**config.mk**
```make
export PLATFORM = sky130hd
export DESIGN_NAME = usb_dir_arbiter
export DESIGN_NICKNAME = d
export VERILOG_FILES = /design/src/rtl/usb_proxy_pkg.sv /design/src/rtl/usb_line_sync.sv /design/src/rtl/usb_dir_arbiter.sv
export SDC_FILE = /design/constraint.sdc
export NUM_CORES = 1
export LEC_CHECK = 0
export BUFFER_PORTS_ARGS = -buffer_cell sky130_fd_sc_hd__buf_2
export CAP_MARGIN = 20
export CORE_ASPECT_RATIO = 1.25
export CORE_MARGIN = 1.5
export CORE_UTILIZATION = 40
export DETAILED_ROUTE_END_ITERATION = 8
export PLACE_DENSITY_LB_ADDON = 0.25
export REMOVE_ABC_BUFFERS = 1
export SLEW_MARGIN = 20
export SYNTH_ARGS = -nofsm -noshare
export SYNTH_HDL_FRONTEND = slang
export SYNTH_SLANG_ARGS = --single-unit
```
**constraint.sdc**
```tcl
create_clock -name clk -period 3.43 [get_ports clk]
set_input_delay 0.686 -clock clk [delete_from_list [all_inputs] [get_ports clk]]
set_output_delay 0.686 -clock clk [all_outputs]
set_load 0.05 [all_outputs]
```
**src/rtl/usb_proxy_pkg.sv**
```systemverilog
// Shared definitions for the full-speed USB proxy: the direction-arbiter state
// encoding, the bus line states and the line decoder used by the datapath too.
package usb_proxy_pkg;

  typedef enum logic [2:0] {
    ST_IDLE     = 3'd0,
    ST_FWD_DOWN = 3'd1,
    ST_EOP_DOWN = 3'd2,
    ST_FWD_UP   = 3'd3,
    ST_EOP_UP   = 3'd4,
    ST_TURN     = 3'd5,
    ST_BUS_RST  = 3'd6
  } state_e;

  // Line states encoded as {dp, dm}; SE1 is decoded as neither K nor SE0.
  typedef enum logic [1:0] {
    LINE_SE0 = 2'b00,
    LINE_K   = 2'b01,
    LINE_J   = 2'b10,
    LINE_SE1 = 2'b11
  } line_e;

  function automatic line_e decode_line(input logic dp, input logic dm);
    return line_e'({dp, dm});
  endfunction

endpackage

```
**src/rtl/usb_line_sync.sv**
```systemverilog
// SYNC_STAGES-deep synchroniser for one raw D+/D- pair. Resets to the idle J
// state so the arbiter sees a quiet bus while the chain refills.
module usb_line_sync #(
  parameter int SYNC_STAGES = 2
) (
  input  logic clk,
  input  logic rst,
  input  logic dp_i,
  input  logic dm_i,
  output logic dp_o,
  output logic dm_o
);

  logic [SYNC_STAGES-1:0] dp_q;
  logic [SYNC_STAGES-1:0] dm_q;

  // Shift each raw line through the synchroniser chain.
  always_ff @(posedge clk or posedge rst) begin
    if (rst) begin
      dp_q <= '1;
      dm_q <= '0;
    end else begin
      dp_q[0] <= dp_i;
      dm_q[0] <= dm_i;
      for (int i = 1; i < SYNC_STAGES; i++) begin
        dp_q[i] <= dp_q[i-1];
        dm_q[i] <= dm_q[i-1];
      end
    end
  end

  assign dp_o = dp_q[SYNC_STAGES-1];
  assign dm_o = dm_q[SYNC_STAGES-1];

endmodule

```
**src/rtl/usb_dir_arbiter.sv**
```systemverilog
// Direction arbiter for the full-speed USB proxy: decides which side owns the
// wire and sequences the forwarding output-enables. All outputs are registered
// copies of the state decode. Optional packet statistics are enabled by
// defining USB_DIR_ARBITER_STATS_EN.
module usb_dir_arbiter
  import usb_proxy_pkg::*;
#(
  parameter int SYNC_STAGES  = 2,
  parameter int FILTER       = 2,
  parameter int SE0_MIN      = 3,
  parameter int EOP_HOLD     = 4,
  parameter int TURN_CYCLES  = 8,
  parameter int RESET_CYCLES = 125,
  parameter int MAX_PKT      = 50000
) (
  input  logic       clk,
  input  logic       rst,
  input  logic       host_dp_i,
  input  logic       host_dm_i,
  input  logic       dev_dp_i,
  input  logic       dev_dm_i,
  output logic       oe_down,
  output logic       oe_up,
  output logic       busy,
  output logic       bus_reset,
  output logic       err_timeout,
  output logic [2:0] state_o
`ifdef USB_DIR_ARBITER_STATS_EN
  ,
  output logic [15:0] pkt_down_cnt,
  output logic [15:0] pkt_up_cnt
`endif
);

  localparam int RUN_MAX = (RESET_CYCLES > SE0_MIN) ? RESET_CYCLES : SE0_MIN;
  localparam int TMR_MAX = (EOP_HOLD > TURN_CYCLES) ? EOP_HOLD : TURN_CYCLES;
  localparam int FLT_W   = $clog2(FILTER + 1);
  localparam int RUN_W   = $clog2(RUN_MAX + 1);
  localparam int TMR_W   = $clog2(TMR_MAX + 1);
  localparam int PKT_W   = $clog2(MAX_PKT + 1);

  logic  h_dp, h_dm, d_dp, d_dm;
  line_e h_line, d_line;
  logic  h_k, h_j, h_se0, d_k, d_j, d_se0;

  state_e           state_q, state_d;
  logic [FLT_W-1:0] flt_host_q, flt_host_d, flt_dev_q, flt_dev_d;
  logic [RUN_W-1:0] se0_host_q, se0_host_d, se0_dev_q, se0_dev_d;
  logic [TMR_W-1:0] tmr_q, tmr_d;
  logic [PKT_W-1:0] pkt_q, pkt_d;
  logic             abort_q, abort_d;
  logic             host_qual, dev_qual, host_rst_hit, in_fwd;

  usb_line_sync #(.SYNC_STAGES(SYNC_STAGES)) u_host_sync (
    .clk  (clk),
    .rst  (rst),
    .dp_i (host_dp_i),
    .dm_i (host_dm_i),
    .dp_o (h_dp),
    .dm_o (h_dm)
  );

  usb_line_sync #(.SYNC_STAGES(SYNC_STAGES)) u_dev_sync (
    .clk  (clk),
    .rst  (rst),
    .dp_i (dev_dp_i),
    .dm_i (dev_dm_i),
    .dp_o (d_dp),
    .dm_o (d_dm)
  );

  assign h_line = decode_line(h_dp, h_dm);
  assign d_line = decode_line(d_dp, d_dm);
  assign h_k    = (h_line == LINE_K);
  assign h_j    = (h_line == LINE_J);
  assign h_se0  = (h_line == LINE_SE0);
  assign d_k    = (d_line == LINE_K);
  assign d_j    = (d_line == LINE_J);
  assign d_se0  = (d_line == LINE_SE0);

  // The sample that completes a qualifying run decides this cycle's transition.
  assign host_qual    = h_k && (flt_host_q == FLT_W'(FILTER - 1));
  assign dev_qual     = d_k && (flt_dev_q == FLT_W'(FILTER - 1));
  assign host_rst_hit = h_se0 && (se0_host_q == RUN_W'(RESET_CYCLES - 1));
  assign in_fwd       = (state_q == ST_FWD_DOWN) || (state_q == ST_FWD_UP);

  // Next-state logic: start filters, EOP detection, bus reset and timeout abort.
  always_comb begin
    state_d = state_q;
    abort_d = 1'b0;
    case (state_q)
      ST_IDLE: begin
        if (host_qual)         state_d = ST_FWD_DOWN;
        else if (dev_qual)     state_d = ST_FWD_UP;
        else if (host_rst_hit) state_d = ST_BUS_RST;
      end
      ST_FWD_DOWN: begin
        if (host_rst_hit) begin
          state_d = ST_BUS_RST;
        end else if (h_j && (se0_host_q >= RUN_W'(SE0_MIN))) begin
          state_d = ST_EOP_DOWN;
        end else if (pkt_q == PKT_W'(MAX_PKT - 1)) begin
          state_d = ST_TURN;
          abort_d = 1'b1;
        end
      end
      ST_FWD_UP: begin
        if (d_j && (se0_dev_q >= RUN_W'(SE0_MIN))) begin
          state_d = ST_EOP_UP;
        end else if (pkt_q == PKT_W'(MAX_PKT - 1)) begin
          state_d = ST_TURN;
          abort_d = 1'b1;
        end
      end
      ST_EOP_DOWN, ST_EOP_UP: begin
        if (tmr_q == TMR_W'(EOP_HOLD - 1)) state_d = ST_TURN;
      end
      ST_TURN: begin
        if (tmr_q == TMR_W'(TURN_CYCLES - 1)) state_d = ST_IDLE;
      end
      ST_BUS_RST: begin
        if (h_j) state_d = ST_TURN;
      end
      default: state_d = ST_IDLE;
    endcase
  end

  // Counter next values: saturating, cleared outside the states that use them.
  always_comb begin
    flt_host_d = '0;
    flt_dev_d  = '0;
    se0_host_d = '0;
    se0_dev_d  = '0;
    tmr_d      = '0;
    pkt_d      = '0;
    if (state_q == ST_IDLE && h_k)
      flt_host_d = (flt_host_q == FLT_W'(FILTER)) ? flt_host_q : flt_host_q + 1'b1;
    if (state_q == ST_IDLE && d_k)
      flt_dev_d = (flt_dev_q == FLT_W'(FILTER)) ? flt_dev_q : flt_dev_q + 1'b1;
    if ((state_q == ST_IDLE || state_q == ST_FWD_DOWN) && h_se0)
      se0_host_d = (se0_host_q == RUN_W'(RUN_MAX)) ? se0_host_q : se0_host_q + 1'b1;
    if (state_q == ST_FWD_UP && d_se0)
      se0_dev_d = (se0_dev_q == RUN_W'(RUN_MAX)) ? se0_dev_q : se0_dev_q + 1'b1;
    if (state_d == state_q)
      tmr_d = (tmr_q == TMR_W'(TMR_MAX)) ? tmr_q : tmr_q + 1'b1;
    if (state_d == state_q && in_fwd)
      pkt_d = (pkt_q == PKT_W'(MAX_PKT)) ? pkt_q : pkt_q + 1'b1;
  end

  // State and counter registers.
  always_ff @(posedge clk or posedge rst) begin
    if (rst) begin
      state_q    <= ST_IDLE;
      flt_host_q <= '0;
      flt_dev_q  <= '0;
      se0_host_q <= '0;
      se0_dev_q  <= '0;
      tmr_q      <= '0;
      pkt_q      <= '0;
      abort_q    <= 1'b0;
    end else begin
      state_q    <= state_d;
      flt_host_q <= flt_host_d;
      flt_dev_q  <= flt_dev_d;
      se0_host_q <= se0_host_d;
      se0_dev_q  <= se0_dev_d;
      tmr_q      <= tmr_d;
      pkt_q      <= pkt_d;
      abort_q    <= abort_d;
    end
  end

  // Registered outputs decoded from the current state; the abort pulse is
  // delayed one cycle so it lines up with the enable dropping.
  always_ff @(posedge clk or posedge rst) begin
    if (rst) begin
      oe_down     <= 1'b0;
      oe_up       <= 1'b0;
      busy        <= 1'b0;
      bus_reset   <= 1'b0;
      err_timeout <= 1'b0;
      state_o     <= 3'd0;
    end else begin
      oe_down     <= (state_q == ST_FWD_DOWN) || (state_q == ST_EOP_DOWN) ||
                     (state_q == ST_BUS_RST);
      oe_up       <= (state_q == ST_FWD_UP) || (state_q == ST_EOP_UP);
      busy        <= (state_q != ST_IDLE);
      bus_reset   <= (state_q == ST_BUS_RST);
      err_timeout <= abort_q;
      state_o     <= state_q;
    end
  end

`ifdef USB_DIR_ARBITER_STATS_EN
  logic [15:0] pkt_down_q, pkt_up_q;

  // Count completed packets on entry to the EOP states; aborts never get here.
  always_ff @(posedge clk or posedge rst) begin
    if (rst) begin
      pkt_down_q <= '0;
      pkt_up_q   <= '0;
    end else begin
      if (state_d == ST_EOP_DOWN && state_q != ST_EOP_DOWN) pkt_down_q <= pkt_down_q + 1'b1;
      if (state_d == ST_EOP_UP && state_q != ST_EOP_UP)     pkt_up_q   <= pkt_up_q + 1'b1;
    end
  end

  assign pkt_down_cnt = pkt_down_q;
  assign pkt_up_cnt   = pkt_up_q;
`endif

endmodule

```
==> results of run 1 <==
## placed cells by master, fill, tap and decap left out, types with 6 or more instances in the layout
master                     count
sky130_fd_sc_hd__nand3_1      10
sky130_fd_sc_hd__and3_1        7
sky130_fd_sc_hd__buf_2        13
sky130_fd_sc_hd__nor2_1       47
sky130_fd_sc_hd__nand4_1       9
sky130_fd_sc_hd__a21oi_1      10
sky130_fd_sc_hd__ha_1         13
sky130_fd_sc_hd__xor2_1       18
sky130_fd_sc_hd__xnor2_1       9
sky130_fd_sc_hd__nand2_1      16
sky130_fd_sc_hd__dfrtp_1      54
sky130_fd_sc_hd__inv_1        15
sky130_fd_sc_hd__clkbuf_8     10
sky130_fd_sc_hd__and2_1        6
## per-layer routing
metal,track usage [%],part of all wire [%],up-vias
met3,5.89,4.2,10
met2,24.7,47,28
met1,20.0,47,971
met5,0,0,-
met4,6.88,2.1,0
li1,-,-,1010
## per-stage QoR
stage	hold WS, ps	worst slack, ps	util (%)	cell area (um2)
2_1_floorplan	331	1040	-	2870
3_3_place_gp	333	931	43.7	3050
3_5_place_dp	337	890	43.7	3050
4_1_cts	347	883	46.9	3270
5_1_grt	350	768	46.9	3270
6_report	344	896	46.9	3270
## flip-flops by register name, summed over array words and instances, names as in the netlist
name	flops
busy	1
tmr_q	4
se0_host_q	7
state_q	3
flt_dev_q	2
state_o	3
abort_q	1
u_dev_sync.dm_q	2
oe_up	1
u_dev_sync.dp_q	2
bus_reset	1
oe_down	1
flt_host_q	2
u_host_sync.dm_q	2
se0_dev_q	7
pkt_q	16
u_host_sync.dp_q	2
err_timeout	1
## cell families (layout without fill, tap and decap cells)
group / Yosys count / count (layout) / share of synthesized area [%]
AOI/OAI and AO/OA: 36 / 36 / 9.78
xor gates and xnor gates: 27 / 27 / 8.17
adders and majority gates: 13 / 13 / 5.62
buffers and inverters: 22 / 46 / 3.03
DFF: 58 / 58 / 50.3
muxes: 2 / 2 / 0.735
and+or+nand+nor: 125 / 125 / 22.3
## final cells by class
| class | count | area [um2] | share of cell area [%] |
|---|---|---|---|
| Sequential cell | 58 | 1460 | 44.5 |
| Multi-Input combinational cell | 203 | 1350 | 41.2 |
| Tap cell | 90 | 113 | 3.44 |
| Timing Repair Buffer | 14 | 72.6 | 2.22 |
| Inverter | 16 | 61.3 | 1.87 |
| Clock inverter | 5 | 77.6 | 2.37 |
| Clock buffer | 11 | 141 | 4.32 |
## power by group through the flow
| stage | combinational, mW | sequential (mW) | clock [mW] |
|---|---|---|---|
| finish | 0.580 | 0.861 | 0.700 |
| global route | 0.656 | 0.879 | 0.749 |
| CTS | 0.590 | 0.861 | 0.715 |
| detailed placement | 0.586 | 0.873 | 0 |
| global placement | 0.580 | 0.873 | 0 |
| floorplan | 0.352 | 0.971 | 0 |
## critical path, delay by kind of cell, from the launching register on
family,cells,cell delay [ps]
AOI/OAI and AO/OA,5,1180
DFF,1,460
and+or+nand+nor,1,560
adders and majority gates,1,280
## worst max-delay path by stage
stage | from | end | slack, ps | cells past startpoint
global route | se0_host_q[0]$_DFFE_PP0P_ | tmr_q[1]$_DFFE_PP0P_ | 770 | 7
CTS | se0_host_q[0]$_DFFE_PP0P_ | tmr_q[1]$_DFFE_PP0P_ | 880 | 7
floorplan | se0_host_q[0]$_DFFE_PP0P_ | tmr_q[1]$_DFFE_PP0P_ | 1040 | 7
detailed placement | se0_host_q[0]$_DFFE_PP0P_ | tmr_q[1]$_DFFE_PP0P_ | 890 | 7
finish | se0_host_q[0]$_DFFE_PP0P_ | tmr_q[1]$_DFFE_PP0P_ | 900 | 7
global placement | se0_host_q[0]$_DFFE_PP0P_ | tmr_q[1]$_DFFE_PP0P_ | 930 | 7
==> reports/summary.txt, run 1 <==
Clock root buffer = sky130_fd_sc_hd__clkbuf_8
Relative contribution of the clock network to total power = 32.7%
Post-synth top flop = sky130_fd_sc_hd__dfrtp_1
Final critical-path share of the clock period = 73.9%
P per Cell Area = 655 mW/mm2
Post-CTS clock slew at the launch and capture registers of the worst setup and hold paths = 70 ps
Wire length after detailed routing = 5.19 mm
Via density per instance = 5.09
Max Fanout on Critical Path = 7
DRC viols = 0
Placeable core region = 0.00698 mm2
Worst-case clock buffer depth = 2
Static power due to leakage = 1.48 nW
Final max-slew violation count = 0
Nature of the critical path endpoint = flip-flop
Chip Height = 98.1 um
Share of layout cells above drive strength 1 = 14.0%
FILL cells = 691
Netlist cell types = 48
CP required = 3710 ps
Global-route wire length before repair = 9.57 mm
Number of cells traversed by the worst register-to-register path = 7
Total track usage = 16.0%
RSZ-0062 raised after global routing = false
Hold Buf Count CTS = 0
Slowest Stage Delay on Critical Path = 560 ps
Last weighted congestion value of the routability-driven placer = 0.816
Crit-path cells = ha_1 -> or4_4 -> o21ai_4 -> a21oi_1 -> o31a_1 -> a2111oi_4 -> a21boi_1
Run status = completed
Largest net degree at the start of global routing = 50
Gates resized, CTS repair = 0
Switching Share = 34.3%
Combined area of all synthesized cells = 0.00289 mm2
Avg Cell Area, Syn = 10.2 um2
Vias in the first global route = 2094
Internal Power = 1.41 mW
Endpoint with the worst hold slack = u_dev_sync.dp_q[1]$_DFF_PP1_
Power, Total = 2.14 mW
Number of iterations in the first detailed-routing pass = 4
Inst Count DP = 381
Combinational Power Share = 27.1%
Worst max-slew margin expressed relative to the limit = 45.2%
Critical-path top delay cell = sky130_fd_sc_hd__or4_4
Leading cell type by number of instances after synthesis = sky130_fd_sc_hd__dfrtp_1
Share of flip-flops with an asynchronous set or reset after synthesis = 100%
Power spent charging and discharging nets = 0.734 mW
Growth of design area from synthesis to finish = 13.1%
Antenna cell count = 0
CTS tree = done
Top-level port count = 14
Number of placement rows = 34
Wirelength per Cell = 13.1 um
Depth of the CTS H-tree = 3
Setup crit start kind = flip-flop
Final std cells w/o fill = 397
Arr. time, crit path = 2820 ps
Commonest cells in the netlist = sky130_fd_sc_hd__dfrtp_1 (54), sky130_fd_sc_hd__nor2_1 (47), sky130_fd_sc_hd__xor2_1 (18), sky130_fd_sc_hd__inv_1 (16), sky130_fd_sc_hd__nand2_1 (16)
Minimum period implied by the final worst setup slack = 2530 ps
Total setup buffers inserted after CTS = 0
Number of max-cap violations = 0
Post-detailed-route count of antenna-violating nets = 0
Number of DRC markers after the initial detailed-route iteration = 106
Register area share after synthesis = 50.3%
Total Negative Setup Slacks = 0 ps
Final setup fails = 0
Biggest area contributors in the synthesized netlist = sky130_fd_sc_hd__dfrtp_1 (47%), sky130_fd_sc_hd__nor2_1 (6.1%), sky130_fd_sc_hd__ha_1 (5.6%)
Hold WC Path Type = flip-flop to flip-flop
Sequential share of power = 40.2%
Number of nets in the layout = 321
Clock sinks = 58
Top cell type's share of synthesized area = 46.7%
Synthesized flop and latch total = 58
Worst reg2reg path endpoint = tmr_q[1]$_DFFE_PP0P_
Hold violation total from the final report = 0
Post-route clock skew = 12.7 ps
Total half-perimeter wirelength after legalization and detailed placement = 3.53 mm
Post-synthesis cell type with the largest combined area = sky130_fd_sc_hd__dfrtp_1
Setup slack on the worst flop-to-flop path = 900 ps
Mapped Cells = 283
Number of instances on the worst hold path = 0
Initial standard-cell utilization of the core = 41.5%
Die area = 0.00775 mm2
Top achievable clock speed = 0.395 GHz
Launch point of the worst reg-to-reg path = se0_host_q[0]$_DFFE_PP0P_
Classification of the worst setup path = flip-flop to flip-flop
Clock Latency Late Sink = 350 ps
Actual slew at the worst max-slew pin = 822 ps
Total of buffers placed on input and output ports = 13
Total congestion overflow = 0
Number of buffers inserted during clock tree synthesis = 9
Worst ir drop on vdd = 0.292 mV
Number of enable flip-flop cells after synthesis = 0
YS warnings = 0
Antenna violations before repair = 0
Hold path start = u_dev_sync.dp_q[0]$_DFF_PP1_
Horizontal die dimension = 79.1 um
Via Count = 2019
(Power assumes the default switching activity.)
==> run 2: changes to the inputs <==
Settings changed: ABC_AREA set to 1.
Clock period 3.43 ns to 2.4 ns, I/O delays scaled along.
==> run 2 against run 1 <==
Clock-buffer cell count did not move. Setup slack got worse by 510 ps. Wire length is 4.4% higher. Register-to-register slack worse by 510 ps. Sequential cell count unchanged. Design area is 3.7% higher. Largest cell class unchanged. Combinational power is 78% higher. Critical path type unchanged. Final cell count up 19%. Fmax grew 26%. Critical path depth rose by 5. Clock power up 32%. Via count rose by 15%.
==> reports/summary.txt, run 2 <==
Commonest non-fill, non-tap cells in the layout = sky130_fd_sc_hd__nor2_1 (61), sky130_fd_sc_hd__dfrtp_1 (54), sky130_fd_sc_hd__nand2_1 (52), sky130_fd_sc_hd__inv_1 (40), sky130_fd_sc_hd__nand3_1 (24) (was sky130_fd_sc_hd__dfrtp_1 (54), sky130_fd_sc_hd__nor2_1 (47), sky130_fd_sc_hd__xor2_1 (18), sky130_fd_sc_hd__nand2_1 (16), sky130_fd_sc_hd__inv_1 (15))
Hold WC Path Type = input pin to asynchronous set/reset pin (was flip-flop to flip-flop)
Avg Cell Area, Syn = 8.55 um2 (was 10.2 um2)
Last weighted congestion value of the routability-driven placer = 0.875 (was 0.816)
Top cell by count, worst path = sky130_fd_sc_hd__nor2_1
Registers with the most flip-flops = pkt_q: 16 flops, se0_dev_q: 7 flops, se0_host_q: 7 flops (unchanged)
Global-route wire length before repair = 9.81 mm (was 9.57 mm)
Die area = 0.00804 mm2 (was 0.00775 mm2)
Hold violation total from the final report = 0 (unchanged)
Total congestion overflow = 0 (unchanged)
Most common cell after layout, fill and taps aside = sky130_fd_sc_hd__nor2_1 (was sky130_fd_sc_hd__dfrtp_1)
Area of combinational cells with multiple inputs = 0.00135 mm2 (about the same)
Nature of the critical path endpoint = flip-flop (unchanged)
Wire length after detailed routing = 5.42 mm (was 5.19 mm)
Sequential cell area in the final layout = 0.00146 mm2 (unchanged)
Crit-path cells = ha_1 -> nor2_1 -> nand2_1 -> nor2_1 -> nor2_1 -> nor2_1 -> nor2_2 -> nand3_1 -> nand2_2 -> nor2_4 -> nand3_4 -> nor2_1 (was ha_1 -> or4_4 -> o21ai_4 -> a21oi_1 -> o31a_1 -> a2111oi_4 -> a21boi_1)
Antenna violations before repair = 0 (unchanged)
Dominant combinational cell family by area after synthesis = simple AND/OR/NAND/NOR gates (unchanged)
Horizontal die dimension = 80.5 um (was 79.1 um)
Actual slew at the worst max-slew pin = 595 ps (was 822 ps)
Total setup buffers inserted after CTS = 0 (unchanged)
Vias in the first global route = 2337 (was 2094)
Slowest Stage Delay on Critical Path = 420 ps (was 560 ps)
CP required = 2670 ps (was 3710 ps)
Worst max-slew margin expressed relative to the limit = 60.1% (was 45.2%)
Final max-slew violation count = 0 (unchanged)
Gates resized, CTS repair = 0 (unchanged)
Number of enable flip-flop cells after synthesis = 0 (unchanged)
Post-detailed-route count of antenna-violating nets = 0 (unchanged)
Largest Register = pkt_q (unchanged)
Worst reg2reg path endpoint = pkt_q[11]$_DFFE_PP0P_ (was tmr_q[1]$_DFFE_PP0P_)
Register area share after synthesis = 48.5% (was 50.3%)
Top-level port count = 14 (unchanged)
RSZ-0062 raised after global routing = false (unchanged)
Critical-path top delay cell = sky130_fd_sc_hd__dfrtp_1 (was sky130_fd_sc_hd__or4_4)
Top cell type's share of synthesized area = 45.0% (was 46.7%)
Xor and xnor fraction of the mapped netlist area = 6.13% (was 8.17%)
DRC viols = 0 (unchanged)
Launch point of the worst reg-to-reg path = se0_host_q[0]$_DFFE_PP0P_ (unchanged)
Static power due to leakage = 1.55 nW (was 1.48 nW)
Clock sinks = 58 (unchanged)
Antenna cell count = 0 (unchanged)
Adder and majority gate portion of the synthesized area = 5.42% (was 5.62%)
Total track usage = 15.9% (was 16.0%)
Classification of the worst setup path = flip-flop to flip-flop (unchanged)
Flip-flop count of the largest register, all copies and words added = 16 (unchanged)
Number of iterations in the first detailed-routing pass = 4 (unchanged)
Number of cells traversed by the worst register-to-register path = 12 (was 7)
Final critical-path share of the clock period = 83.9% (was 73.9%)
Number of nets in the layout = 394 (was 321)
Synthesized flop and latch total = 58 (unchanged)
FILL cells = 706 (was 691)
YS warnings = 0 (unchanged)
Portion of netlist area occupied by mux cells = 0% (was 0.735%)
Worst-case clock buffer depth = 2 (unchanged)
Worst ir drop on vdd = 0.581 mV (was 0.292 mV)
Total of buffers placed on input and output ports = 13 (unchanged)
Commonest cells in the netlist = sky130_fd_sc_hd__nor2_1 (61), sky130_fd_sc_hd__dfrtp_1 (54), sky130_fd_sc_hd__nand2_1 (52), sky130_fd_sc_hd__inv_1 (41), sky130_fd_sc_hd__nand3_1 (24) (was sky130_fd_sc_hd__dfrtp_1 (54), sky130_fd_sc_hd__nor2_1 (47), sky130_fd_sc_hd__xor2_1 (18), sky130_fd_sc_hd__inv_1 (16), sky130_fd_sc_hd__nand2_1 (16))
Total Negative Setup Slacks = 0 ps (unchanged)
Growth of design area from synthesis to finish = 13.0% (was 13.1%)
Max Fanout on Critical Path = 16 (was 7)
End point of the critical path = pkt_q[11]$_DFFE_PP0P_ (was tmr_q[1]$_DFFE_PP0P_)
Minimum period implied by the final worst setup slack = 2010 ps (was 2530 ps)
Run status = completed (unchanged)
Chip Height = 99.9 um (was 98.1 um)
Setup slack on the worst flop-to-flop path = 390 ps (was 900 ps)
Arr. time, crit path = 2280 ps (was 2820 ps)
Mapped Cells = 351 (was 283)
Number of DRC markers after the initial detailed-route iteration = 84 (was 106)
Share of layout cells above drive strength 1 = 16.8% (was 14.0%)
Share of flip-flops with an asynchronous set or reset after synthesis = 100% (unchanged)
Leading cell type by number of instances after synthesis = sky130_fd_sc_hd__nor2_1 (was sky130_fd_sc_hd__dfrtp_1)
Clock Latency Late Sink = 340 ps (was 350 ps)
Biggest area contributors in the synthesized netlist = sky130_fd_sc_hd__dfrtp_1 (45%), sky130_fd_sc_hd__nor2_1 (7.6%), sky130_fd_sc_hd__nand2_1 (6.5%) (was sky130_fd_sc_hd__dfrtp_1 (47%), sky130_fd_sc_hd__nor2_1 (6.1%), sky130_fd_sc_hd__ha_1 (5.6%))
Initial standard-cell utilization of the core = 41.0% (was 41.5%)
Depth of the CTS H-tree = 3 (unchanged)
Setup crit start = se0_host_q[0]$_DFFE_PP0P_ (unchanged)
Setup crit start kind = flip-flop (unchanged)
Post-route clock skew = 6.51 ps (was 12.7 ps)
Number of max-cap violations = 0 (unchanged)
Combined area of all synthesized cells = 0.00300 mm2 (was 0.00289 mm2)
Core utilization of the finished layout = 46.4% (was 46.9%)
Hold Buf Count CTS = 0 (unchanged)
Total half-perimeter wirelength after legalization and detailed placement = 3.87 mm (was 3.53 mm)
Via density per instance = 4.90 (was 5.09)
Post-CTS clock slew at the launch and capture registers of the worst setup and hold paths = 70 ps (about the same)
Largest net degree at the start of global routing = 53 (was 50)
Wirelength per Cell = 11.5 um (was 13.1 um)
Clock root buffer = sky130_fd_sc_hd__clkbuf_8 (unchanged)
Post-synthesis cell type with the largest combined area = sky130_fd_sc_hd__dfrtp_1 (unchanged)
Netlist cell types = 28 (was 48)
Top achievable clock speed = 0.497 GHz (was 0.395 GHz)
Via Count = 2314 (was 2019)
Post-synth top flop = sky130_fd_sc_hd__dfrtp_1 (unchanged)
Simple-gate area share of the yosys netlist = 26.9% (was 22.3%)
P per Cell Area = 927 mW/mm2 (was 655 mW/mm2)
Final setup fails = 0 (unchanged)
Number of placement rows = 35 (was 34)
CTS tree = done (unchanged)
Placeable core region = 0.00731 mm2 (was 0.00698 mm2)
Share of the synthesized area in compound gates (AO/OA/AOI/OAI) = 6.67% (was 9.78%)
Number of buffers inserted during clock tree synthesis = 9 (unchanged)
run 2: cell count changes after synthesis, sizes merged, moves of 7 or more:
| cell | change |
|---|---|
| o21ai | +9 |
| nand3 | +17 |
| inv | +29 |
| nor2 | +30 |
| and3 | -7 |
| nand2 | +40 |
run 2: worst min path at each step:
stage	start	endpoint	slack [ps]	cells past startpoint
3_5_place_dp	abort_q$_DFF_PP0_	err_timeout$_DFF_PP0_	340	0
5_1_grt	rst	u_dev_sync.dm_q[0]$_DFF_PP0_	20	2
6_report	rst	se0_dev_q[1]$_DFFE_PP0P_	20	2
2_1_floorplan	abort_q$_DFF_PP0_	err_timeout$_DFF_PP0_	330	0
4_1_cts	rst	u_dev_sync.dm_q[0]$_DFF_PP0_	6	2
3_3_place_gp	u_host_sync.dm_q[0]$_DFF_PP0_	u_host_sync.dm_q[1]$_DFF_PP0_	330	0
run 2: stage by stage:
stage                     worst slack (ps)  instance area [um2]  hold slack (ps)  instances  power (mW)
after floorplan                        499                 2980              331        349        2.01
after global placement                 456                 3190              335        456        2.23
after detailed placement               391                 3190              339        456        2.24
after CTS                              377                 3390             6.40        472        3.17
after global routing                   115                 3390             19.6        472        3.37
final                                  387                 3390             18.1        472        3.14
run 2: routing by layer:
layer  wire length, um  vias up  GRT usage (%)
met4               121        0           7.43
li1                  -     1165              -
met1              2470     1102           18.8
met5                 0        -              0
met2              2630       36           26.1
met3               197       11           5.00
run 2: cell families after synthesis:
kind of cell | Yosys count
adder cells (fa/ha/maj) | 13
flip-flops | 58
buffers and inverters | 47
XOR/XNOR | 21
AND/OR/NAND/NOR | 175
AO/OA/AOI/OAI | 37
run 2: final cells by class:
class | instances | area share [%]
Clock inverter | 5 | 1.55
Multi-Input combinational cell | 246 | 39.9
Clock buffer | 11 | 4.46
Tap cell | 92 | 3.39
Inverter | 45 | 4.98
Timing Repair Buffer | 15 | 2.73
Sequential cell | 58 | 43.0
run 2: power breakdown:
part | total, mW | internal, mW | switching, mW
clock | 0.927 | 0.530 | 0.397
sequential | 1.18 | 1.10 | 0.0864
combinational | 1.03 | 0.298 | 0.733
run 2: worst max-delay path: cells and delay by family (launching register included):
kind	cells	cell delay (ps)
fa+ha+maj	1	260
simple gates	11	1250
flops	1	420
==> run 3: changes to the inputs <==
Clock period 2.4 ns to 1.6 ns, I/O delays scaled along.
==> run 3 against run 2 <==
Sequential share of layout area shrank 7.6 points. The flow now finishes with violations (setup timing). Clock-buffer cell count is the same. Critical path depth grew 1. Combinational power grew 130%. Wire length grew 19%.
==> reports/summary.txt, run 3 (synthesis results as in run 2) <==
Run status = complete, but fails checks (was completed)
Violations in the final reports = setup timing
Clock sinks = 58 (unchanged)
Classification of the worst setup path = flip-flop to flip-flop (unchanged)
Total congestion overflow = 0 (unchanged)
Via density per instance = 4.76 (was 4.90)
Worst reg2reg path endpoint = pkt_q[3]$_DFFE_PP0P_ (was pkt_q[11]$_DFFE_PP0P_)
Total track usage = 18.0% (was 15.9%)
Setup crit start = tmr_q[0]$_DFFE_PP0P_ (was se0_host_q[0]$_DFFE_PP0P_)
Worst ir drop on vdd = 0.907 mV (was 0.581 mV)
Last weighted congestion value of the routability-driven placer = 0.852 (was 0.875)
Number of placement rows = 35 (unchanged)
Top achievable clock speed = 0.530 GHz (was 0.497 GHz)
Top-level port count = 14 (unchanged)
Placement Setup Slack = -366 ps (was 391 ps)
Total of buffers placed on input and output ports = 13 (unchanged)
Registers with the most flip-flops = pkt_q: 16 flops, se0_dev_q: 7 flops, se0_host_q: 7 flops (unchanged)
Number of iterations in the first detailed-routing pass = 4 (unchanged)
End point of the critical path = pkt_q[3]$_DFFE_PP0P_ (was pkt_q[11]$_DFFE_PP0P_)
Hold violation total from the final report = 0 (unchanged)
CP required = 1880 ps (was 2670 ps)
CTS tree = done (unchanged)
Final max-slew violation count = 0 (unchanged)
Clock root buffer = sky130_fd_sc_hd__clkbuf_8 (unchanged)
Antenna violations before repair = 0 (unchanged)
Actual slew at the worst max-slew pin = 399 ps (was 595 ps)
RSZ-0062 raised after global routing = true (was false)
Internal Power = 3.52 mW (was 1.93 mW)
Chip Height = 99.9 um (unchanged)
Min Hold Slack = 22.2 ps (was 18.1 ps)
Most common cell after layout, fill and taps aside = sky130_fd_sc_hd__buf_4 (was sky130_fd_sc_hd__nor2_1)
Hold WC Path Type = input pin to asynchronous set/reset pin (unchanged)
DRC viols = 0 (unchanged)
Flip-flop count of the largest register, all copies and words added = 16 (unchanged)
Relative contribution of the clock network to total power = 26.6% (was 29.5%)
Wire length after detailed routing = 6.46 mm (was 5.42 mm)
Via Count = 2635 (was 2314)
Initial standard-cell utilization of the core = 41.0% (unchanged)
Wirelength per Cell = 11.7 um (was 11.5 um)
P per Cell Area = 1360 mW/mm2 (was 927 mW/mm2)
Hold Buf Count CTS = 0 (unchanged)
Commonest non-fill, non-tap cells in the layout = sky130_fd_sc_hd__buf_4 (81), sky130_fd_sc_hd__nor2_1 (53), sky130_fd_sc_hd__dfrtp_1 (53), sky130_fd_sc_hd__nand2_1 (48), sky130_fd_sc_hd__inv_1 (37) (was sky130_fd_sc_hd__nor2_1 (61), sky130_fd_sc_hd__dfrtp_1 (54), sky130_fd_sc_hd__nand2_1 (52), sky130_fd_sc_hd__inv_1 (40), sky130_fd_sc_hd__nand3_1 (24))
Worst-case clock buffer depth = 2 (unchanged)
Static power due to leakage = 1.96 nW (was 1.55 nW)
Sequential share of power = 31.4% (was 37.7%)
Arr. time, crit path = 2170 ps (was 2280 ps)
Max Fanout on Critical Path = 8 (was 16)
Final critical-path share of the clock period = 118% (was 83.9%)
Horizontal die dimension = 80.5 um (unchanged)
Worst max-slew margin expressed relative to the limit = 73.3% (was 60.1%)
Final setup fails = 20 (was 0)
Number of max-cap violations = 0 (unchanged)
Placeable core region = 0.00731 mm2 (unchanged)
Power spent charging and discharging nets = 2.10 mW (was 1.22 mW)
Number of buffers inserted during clock tree synthesis = 9 (unchanged)
Post-CTS clock slew at the launch and capture registers of the worst setup and hold paths = 70 ps (about the same)
Setup crit start kind = flip-flop (unchanged)
Total half-perimeter wirelength after legalization and detailed placement = 4.49 mm (was 3.87 mm)
Switching Share = 37.4% (was 38.7%)
Inst Count DP = 531 (was 456)
Least setup slack across all paths after layout = -288 ps (was 387 ps)
Total Negative Setup Slacks = -5160 ps (was 0 ps)
Final std cells w/o fill = 554 (was 472)
Die area = 0.00804 mm2 (unchanged)
Share of layout cells above drive strength 1 = 36.4% (was 16.8%)
Minimum period implied by the final worst setup slack = 1890 ps (was 2010 ps)
Setup slack on the worst flop-to-flop path = -290 ps (was 390 ps)
Antenna cell count = 0 (unchanged)
Number of cells traversed by the worst register-to-register path = 13 (was 12)
FILL cells = 643 (was 706)
Clock Latency Late Sink = 340 ps (about the same)
Largest Register = pkt_q (unchanged)
Growth of design area from synthesis to finish = 37.6% (was 13.0%)
Post-route clock skew = 6.44 ps (was 6.51 ps)
Number of DRC markers after the initial detailed-route iteration = 95 (was 84)
Largest net degree at the start of global routing = 59 (was 53)
Number of nets in the layout = 476 (was 394)
Global-route wire length before repair = 11.2 mm (was 9.81 mm)
Nature of the critical path endpoint = flip-flop (unchanged)
Vias in the first global route = 2725 (was 2337)
Depth of the CTS H-tree = 3 (unchanged)
Launch point of the worst reg-to-reg path = tmr_q[0]$_DFFE_PP0P_ (was se0_host_q[0]$_DFFE_PP0P_)
Combinational Power Share = 42.0% (was 32.8%)
Post-detailed-route count of antenna-violating nets = 0 (unchanged)
==> run 3: cell count changes in the layout (fill, tap and decap cells not counted), moves of 3 or more <==
| cell | previous run | this run |
|---|---|---|
| sky130_fd_sc_hd__nor2_2 | 14 | 20 |
| sky130_fd_sc_hd__nand2_1 | 52 | 48 |
| sky130_fd_sc_hd__o21ai_0 | 16 | 13 |
| sky130_fd_sc_hd__nand2_2 | 4 | 8 |
| sky130_fd_sc_hd__nor2_1 | 61 | 53 |
| sky130_fd_sc_hd__ha_1 | 13 | 9 |
| sky130_fd_sc_hd__inv_1 | 40 | 37 |
| sky130_fd_sc_hd__buf_4 | 1 | 81 |
| sky130_fd_sc_hd__inv_2 | 5 | 8 |
| sky130_fd_sc_hd__o21ai_1 | 0 | 3 |
| sky130_fd_sc_hd__nand3_1 | 24 | 21 |
==> run 3: layer usage <==
layer	track usage [%]	share of wire [%]	up-vias
met3	4.18	2.6	14
li1	-	-	1337
met1	20.0	42	1245
met5	0	0	-
met4	9.95	2.6	0
met2	31.4	53	39
==> run 3: final cells by class <==
cell class / count / area (um2) / share of cell area [%]
clock inverter: 5 / 77.6 / 1.88
clock buffer: 11 / 141 / 3.42
sequential: 58 / 1460 / 35.3
timing repair buffer: 96 / 704 / 17.1
multi-input combinational: 247 / 1460 / 35.5
tap: 92 / 115 / 2.79
inverter: 45 / 169 / 4.09
==> run 3: worst max-delay path, stage by stage, from the launching register on <==
cell	delay, ps
sky130_fd_sc_hd__dfrtp_1	390
sky130_fd_sc_hd__ha_4	170
sky130_fd_sc_hd__nand2_2	50
sky130_fd_sc_hd__nor2_2	120
sky130_fd_sc_hd__nor2_2	60
sky130_fd_sc_hd__nor2_1	100
sky130_fd_sc_hd__nand2_1	80
sky130_fd_sc_hd__nor2_2	140
sky130_fd_sc_hd__nand2_2	70
sky130_fd_sc_hd__nand2_1	80
sky130_fd_sc_hd__nand2_2	60
sky130_fd_sc_hd__nor2_4	180
sky130_fd_sc_hd__nand3_4	180
sky130_fd_sc_hd__nor2_2	150
==> run 3: per-stage QoR <==
step | utilization, % | instance area (um2) | total power [mW]
after floorplan | - | 2980 | 3.01
after global placement | 51.3 | 3750 | 3.76
after detailed placement | 51.3 | 3750 | 3.80
after CTS | 55.7 | 4070 | 5.61
after global routing | 56.5 | 4130 | 5.98
final | 56.5 | 4130 | 5.62
==> run 3: power groups by stage <==
stage	logic [mW]	registers, mW	clock network [mW]
floorplan	0.968	2.05	0
global placement	1.99	1.76	0
detailed placement	2.03	1.77	0
CTS	2.33	1.75	1.53
global route	2.60	1.79	1.60
finish	2.36	1.76	1.50
==> run 3: worst min-delay path by stage <==
| stage | start | to | cells after the start |
|---|---|---|---|
| global route | rst | u_dev_sync.dm_q[0]$_DFF_PP0_ | 3 |
| finish | rst | u_dev_sync.dm_q[0]$_DFF_PP0_ | 3 |
| global placement | u_host_sync.dm_q[0]$_DFF_PP0_ | u_host_sync.dm_q[1]$_DFF_PP0_ | 0 |
| detailed placement | u_host_sync.dm_q[0]$_DFF_PP0_ | u_host_sync.dm_q[1]$_DFF_PP0_ | 0 |
| CTS | rst | u_dev_sync.dm_q[0]$_DFF_PP0_ | 3 |
| floorplan | dev_dp_i | u_dev_sync.dp_q[0]$_DFF_PP1_ | 0 |
==> run 3: repair_timing <==
item,4_1_cts,5_1_grt
pin swaps,19,14
buffers inserted,7,2
cloned,1,0
gates resized for setup,17,16
setup endpoints to repair,20,26
